<file path="config.mk">
export PLATFORM = sky130hd
export DESIGN_NAME = bcd_serial_adder
export DESIGN_NICKNAME = d
export VERILOG_FILES = /design/src/rtl/bcd_pkg.sv /design/src/rtl/bcd_digit_add.sv /design/src/rtl/bcd_serial_adder.sv
export SDC_FILE = /design/constraint.sdc
export NUM_CORES = 1
export LEC_CHECK = 0
export CORE_ASPECT_RATIO = 2
export CORE_MARGIN = 10
export CORE_UTILIZATION = 30
export DETAILED_ROUTE_END_ITERATION = 8
export SLEW_MARGIN = 20
export SYNTH_ARGS = -nofsm -noshare
export SYNTH_HDL_FRONTEND = slang
export SYNTH_SLANG_ARGS = --single-unit
</file>
<file path="constraint.sdc">
create_clock -name clk -period 2.8 [get_ports clk]
set_clock_uncertainty 0.15 [all_clocks]
set_input_delay 0.56 -clock clk [delete_from_list [all_inputs] [get_ports clk]]
set_output_delay 0.56 -clock clk [all_outputs]
set_load 0.05 [all_outputs]
</file>
<file path="src/rtl/bcd_pkg.sv">
// bcd_pkg: decimal constants and FSM state shared by the serial BCD adder and subtractor.
package bcd_pkg;
  localparam logic [3:0] BCD_MAX = 4'd9;
  localparam logic [3:0] BCD_ADJ = 4'd6;
  typedef enum logic [1:0] {IDLE, ADD, DONE} state_t;
endpackage

</file>
<file path="src/rtl/bcd_digit_add.sv">
// bcd_digit_add: combinational single-digit BCD add with decimal correction.
module bcd_digit_add
  import bcd_pkg::*;
(
  input  logic [3:0] a,
  input  logic [3:0] b,
  input  logic       ci,
  output logic [3:0] s,
  output logic       co
);
  logic [4:0] w_t;
  assign w_t = {1'b0, a} + {1'b0, b} + {4'b0, ci};
  assign co  = w_t > {1'b0, BCD_MAX};
  assign s   = co ? w_t[3:0] + BCD_ADJ : w_t[3:0];
endmodule

</file>
<file path="src/rtl/bcd_serial_adder.sv">
// bcd_serial_adder: digit-serial packed-BCD adder, one digit per clock, LSD first.
module bcd_serial_adder
  import bcd_pkg::*;
#(
  parameter int NDIG = 4
) (
  input  logic              clk,
  input  logic              rst,
  input  logic              start,
  input  logic [4*NDIG-1:0] a,
  input  logic [4*NDIG-1:0] b,
  input  logic              cin,
  output logic              busy,
  output logic              done,
  output logic [4*NDIG-1:0] sum,
  output logic              cout,
  output logic              err
);
  localparam int CW = $clog2(NDIG + 1);
  state_t            r_state;
  logic [4*NDIG-1:0] r_a, r_b, r_sum;
  logic [CW-1:0]     r_cnt;
  logic              r_carry, r_cout, r_err;
  logic [NDIG-1:0]   w_bad;
  logic [3:0]        w_s;
  logic              w_co;
  logic [4*NDIG-1:0] w_sum_nx;
  for (genvar i = 0; i < NDIG; i++) begin : g_chk
    assign w_bad[i] = (a[4*i+:4] > BCD_MAX) | (b[4*i+:4] > BCD_MAX);
  end
  bcd_digit_add u_dig (.a(r_a[3:0]), .b(r_b[3:0]), .ci(r_carry), .s(w_s), .co(w_co));
  // New digit enters from the top so that after NDIG shifts digit 0 sits lowest.
  if (NDIG == 1) begin : g_one
    assign w_sum_nx = w_s;
  end else begin : g_many
    assign w_sum_nx = {w_s, r_sum[4*NDIG-1:4]};
  end
  always_ff @(posedge clk) begin
    if (rst) begin
      r_state <= IDLE;
      r_a     <= '0;
      r_b     <= '0;
      r_sum   <= '0;
      r_cnt   <= '0;
      r_carry <= 1'b0;
      r_cout  <= 1'b0;
      r_err   <= 1'b0;
    end else begin
      case (r_state)
        IDLE: if (start) begin
          r_a     <= a;
          r_b     <= b;
          r_carry <= cin;
          r_err   <= |w_bad;
          r_cnt   <= '0;
          r_state <= ADD;
        end
        ADD: begin
          r_a     <= r_a >> 4;
          r_b     <= r_b >> 4;
          r_carry <= w_co;
          r_sum   <= w_sum_nx;
          r_cnt   <= r_cnt + CW'(1);
          if (r_cnt == CW'(NDIG - 1)) begin
            r_cout  <= w_co;
            r_state <= DONE;
          end
        end
        DONE:    r_state <= IDLE;
        default: r_state <= IDLE;
      endcase
    end
  end
  assign busy = r_state != IDLE;
  assign done = r_state == DONE;
  assign sum  = r_sum;
  assign cout = r_cout;
  assign err  = r_err;
endmodule

</file>
Yosys cells after proc, flatten, opt, wreduce, memory -nomap -nowiden

Cells that the tools add are included.

Register bits after elaboration: 56
Input port bits: 36
Output and inout bits: 20
Logic and storage cells: 50

Add/sub/neg operators: 4
$lt $le $gt $ge: 9
Equal/unequal tests: 5
Multiplexer cells: 12
Bitwise logic cells: 4
Reductions and logical operators: 8

Operators by type and width:

| cell                | number |
|---|---|
| $pmux 16 s2         | 2 |
| $gt 4x4->1 const B  | 8 |
| $mux 16             | 2 |
| $reduce_and 2->1    | 4 |
| $pmux 3 s2          | 1 |
| $add 4x4->5         | 1 |
| $add 5x1->5         | 1 |
| $gt 5x4->1 const B  | 1 |
| $add 4x3->4 const B | 1 |
| $mux 2              | 2 |
| $mux 4              | 1 |
| $ne 2x2->1 const B  | 2 |
| $or 1x1->1          | 4 |
| $pmux 2 s2          | 1 |
| $reduce_bool 2->1   | 2 |
| $reduce_or 4->1     | 1 |
| $add 3x1->3 const B | 1 |
| $eq 3x2->1 const B  | 1 |
| $mux 3              | 1 |
| $eq 2x1->1 const B  | 1 |
| $eq 2x2->1 const B  | 1 |
| $logic_not 2->1     | 1 |
| $pmux 1 s2          | 1 |
| $mux 1              | 1 |

Depth between registers and ports, before layout

Depth after elaboration: 4
Mapped depth: 8
Gate-level depth less buffers: 8

Cells and area by module

From an unflattened synthesis, not the netlist that was laid out.

Cells, all modules: 305
Area, all modules: 2549.9 um^2

By module, submodules not included:

| module           | times used | cells an instance | area an instance (um^2) | seq. area each (um^2) |
|---|---|---|---|---|
| bcd_serial_adder | 1          | 283               | 2338.5                  | 1121.1 |
| bcd_digit_add    | 1          | 22                | 211.5                   | 0.0 |

Worst setup path before layout

No wires, ideal clock.

Path kind: register to register
Start point: register r_a[0]
End point: register r_sum[14], in the netlist sum[14]
Library setup time: 0.123 ns
Arrival time: 2.410 ns
Data required time: 2.527 ns
Setup slack: 0.117 ns
Stages on the path, launching flop included: 8
Path buffers: 0
Period minus slack after synthesis: 2.683 ns
Cell sequence: dfxtp_1 fa_1 fa_1 xnor2_1 ha_1 a21boi_0 o41ai_4 a221o_2

Longest elaborated chain between the ends: 4
Elaborated cells between the ends (all ways): 5
Those cells by class: 3 x add/sub; 1 x order compare; 1 x mux

Ends and longest elaborated chain:

| what                                      | RTL line                                 | RTL |
|---|---|---|
| start: declaration                        | bcd_serial_adder.sv:21                   | `logic [4*NDIG-1:0] r_a, r_b, r_sum;` |
| start signal: assignment                  | bcd_serial_adder.sv:59                   | `r_a <= r_a >> 4;` |
| $add 4x4->5 (*)                           | bcd_digit_add.sv:12                      | `assign w_t = {1'b0, a} + {1'b0, b} + {4'b0, ci};` |
| $add 5x1->5 (*)                           | bcd_digit_add.sv:12                      |  |
| $add 4x3->4 or $gt 5x4->1 (tied branches) | bcd_digit_add.sv:14, bcd_digit_add.sv:13 |  |
| $mux 4 (*)                                | bcd_digit_add.sv:14                      | `assign s = co ? w_t[3:0] + BCD_ADJ : w_t[3:0];` |
| end signal: assignment                    | bcd_serial_adder.sv:62                   | `r_sum <= w_sum_nx;` |
| end: declaration                          | bcd_serial_adder.sv:21                   |  |

Mark *: on every way between the ends. The rest lies on a longest branch, timed or not.
A chain may end at the register's enable or synchronous reset.

Worst setup path after layout

Ends and elaborated chain as after synthesis.

==> flow_summary.json <==
{
  "hold_viol": 0,
  "seqPwrFrac_pct": 44.7,
  "synthFlopType": "dfxtp_1",
  "synthAdderAreaFrac_pct": 5.11,
  "clkPwrFrac_pct": 31.4,
  "dieArea_um2": 12600,
  "cap_violations": 0,
  "ys_warn_count": 0,
  "drive_gt1_share_pct": 9.84,
  "n_antenna_cell": 0,
  "start_util_pct": 30.4,
  "cts_tree": "done",
  "fmax_mhz": 368,
  "clk_latency_ns": 0.29,
  "grt_pass1_vias": 2403,
  "ys_ff_latch": 56,
  "slew_headroom_pct": 51.5,
  "hpwl_mm": 5.17,
  "min_path_cells": 2,
  "yosysTopAreaCell": "dfxtp_1",
  "worst-r2r-setup-slack_ns": 0.08,
  "vias_per_cell": 5.08,
  "synthTopCellsByArea": "dfxtp_1 45%, nand2_1 13%, a311oi_1 8.4%, a21oi_1 5.8%, nor2_1 5.6%",
  "synth-compound-area-share_pct": 20.5,
  "p_leak_nw": 1.24,
  "critical_path_class": "flop to flop",
  "yosysSeqAreaShare_pct": 44.8,
  "dieHeight_um": 149,
  "timing.final.crit_share_pct": 97.1,
  "synth.most_common_cell": "nand2_1",
  "layout.cells.non_filler": 464,
  "async_flop_share_pct": 0,
  "synth_cell_types": 35,
  "max_slew.worst_pin.slew_ns": 0.728,
  "cp_max_fo": 4,
  "core_um2": 8230,
  "switchingPower_w": 0.000568,
  "start_kind": "flop",
  "cts_made_buffers": 5,
  "first_iter_violations": 68,
  "yosys.area.top_type_share_pct": 44.8,
  "combPwrFrac_pct": 23.9,
  "htreeDepth": 2,
  "cts-root-buf": "clkbuf_16",
  "synthTopCellsByCount": "86 x nand2_1, 56 x dfxtp_1, 37 x nor2_1, 29 x a21oi_1, 24 x a311oi_1",
  "synth_edf_count": 0,
  "holdWs_ns": 0.303,
  "io_buffers": 55,
  "r2r_end": "sum[14]$_SDFFE_PP0P_",
  "status": "finished, final reports clean",
  "hold_path_end": "sum[2]$_SDFFE_PP0P_",
  "grt_overflow": 0,
  "endpoint_kind": "flop",
  "utilization_pct": 41.0,
  "cts_hold_buf": 0,
  "cp.required_ns": 2.83,
  "peakVddDrop_v": 0.000269,
  "clock_path_buffers": 2,
  "avgRoutedWirePerCell_um": 14.9,
  "vias": 2359,
  "syn_avg_cell_area_um2": 7.94,
  "syn-num-nets": 360,
  "setup_viol": 0,
  "yosys.area_share.simple_pct": 24.7,
  "track_usage_pct": 10.9,
  "syn_inst": 315,
  "numPlacedInstances": 453,
  "synth_top_family_by_area": "simple AND/OR/NAND/NOR gates",
  "wl_mm": 6.93,
  "internal_power_w": 0.00143,
  "fin_ws_ns": 0.0806,
  "n_fill_cell": 868,
  "crit_arrival_ns": 2.75,
  "place_congestion": 0.748,
  "synth_area_um2": 2500,
  "min_period_ns": 2.72,
  "ff2ff_path_depth": 8,
  "r2r-start": "r_a[0]$_SDFFE_PP0P_",
  "rsz0062_at_grt": "no",
  "p_sw_share_pct": 28.4,
  "slew_viol_final": 0,
  "place_ws_ns": -0.117,
  "grt_max_degree": 54,
  "cts.sinks": 56,
  "num_io_pins": 56,
  "synthXorXnorAreaFrac_pct": 0.701,
  "cellPowerDensity_nw_per_um2": 593,
  "startpoint": "r_a[0]$_SDFFE_PP0P_",
  "nets": 410,
  "fp.dieW_um": 84.6,
  "area_growth_pct": 34.9,
  "rows": 47,
  "synth_mux_area_share_pct": 0,
  "worst_hold_path_type": "flop to flop",
  "grt_pass1_wl_mm": 11.4,
  "drc": 0,
  "drtPass1Iterations": 4,
  "grt_antenna_before_repair": 0,
  "path_clk_slew_ns": 0.07,
  "min_from": "sum[2]$_SDFFE_PP0P_",
  "antenna_left": 0
}
==> worst max path at each step <==
| stage | cells after the start | endpoint | slack (ns) |
|---|---|---|---|
| after global placement | 8 | sum[14]$_SDFFE_PP0P_ | 0.05 |
| after CTS | 8 | sum[14]$_SDFFE_PP0P_ | 0.01 |
| after detailed placement | 8 | r_carry$_SDFFE_PP0P_ | -0.12 |
| final | 8 | sum[14]$_SDFFE_PP0P_ | 0.08 |
| after global routing | 8 | sum[14]$_SDFFE_PP0P_ | 0.002 |
| after floorplan | 7 | sum[14]$_SDFFE_PP0P_ | 0.12 |
==> sequential cells by signal, indices dropped and copies added (netlist names) <==
| signal | count |
|---|---|
| cout | 1 |
| err | 1 |
| r_a | 16 |
| r_b | 16 |
| r_carry | 1 |
| r_cnt | 3 |
| r_state | 2 |
| sum | 16 |
==> kinds of logic (layout without fill, tap and decap cells) <==
logic type	count (synthesis)	after routing
xor+xnor	2	2
buf+inv	27	78
fa+ha+maj	9	9
flops	56	56
simple gates	148	148
compound gates	73	73
==> power groups by stage <==
stage	Combinational, W	Sequential (W)	Clock (W)
CTS	0.000469	0.000895	0.000645
finish	0.000478	0.000895	0.000627
global placement	0.000436	0.000911	0
floorplan	0.000248	0.000941	0
global route	0.000525	0.000903	0.000674
detailed placement	0.000447	0.000913	0
==> critical path, stage by stage, from the launching register on <==
cell	delay, ns
dfxtp_1	0.33
fa_2	0.42
fa_2	0.56
inv_1	0.08
ha_2	0.19
a21boi_2	0.17
o41ai_4	0.35
nor4_2	0.07
a221o_2	0.30
==> timing repair <==
action | CTS | global route
pin swaps | 3 | 3
resized for setup | 6 | 2
endpoints found under the setup margin | 3 | 4
buffers inserted | 2 | 1
cloned | 0 | 0
==> stage by stage <==
| stage | area [µm²] | setup TNS [ns] | power [W] |
|---|---|---|---|
| 6_report | 3370 | 0 | 0.00200 |
| 5_1_grt | 3370 | 0 | 0.00210 |
| 4_1_cts | 3360 | 0 | 0.00201 |
| 3_5_place_dp | 3180 | -0.281 | 0.00136 |
| 3_3_place_gp | 3180 | 0 | 0.00135 |
| 2_1_floorplan | 2500 | 0 | 0.00119 |
==> cells in the final DEF (no fill, tap or decap), drive strengths merged, types with 2 or more instances in the layout <==
cell type      synthesis  routed
a21o                   2       2
nand2                 86      86
nor3                   2       2
fa                     2       2
buf                    3      13
a311oi                24      24
clkbuf                21       8
nand3                 10      10
clkdlybuf4s50          0      54
nor2b                  2       2
nand2b                 2       2
and3                   2       2
ha                     7       7
dfxtp                 56      56
a21oi                 29      29
o21ai                  9       9
xnor2                  2       2
nand4                  2       2
inv                    3       3
o31ai                  2       2
nor2                  37      37
==> per-layer routing <==
layer	vias to the layer above	wire length, µm	GRT usage (%)	part of all wire [%]
li1	1185	-	-	-
met5	-	0	0	0
met2	53	3770	19.7	54
met1	1105	2590	10.5	37
met4	0	284	7.20	4.1
met3	16	285	2.95	4.1
==> layout make-up <==
type                            instances  area [µm²]  share of cell area (%)
Clock buffer                            8         146                    4.34
Inverter                                3        11.3                   0.334
Multi-Input combinational cell        232        1310                    38.8
Sequential cell                        56        1120                    33.3
Tap cell                               98         123                    3.64
Timing Repair Buffer                   67         661                    19.6
Note: power is estimated with default switching activity, not from simulation.
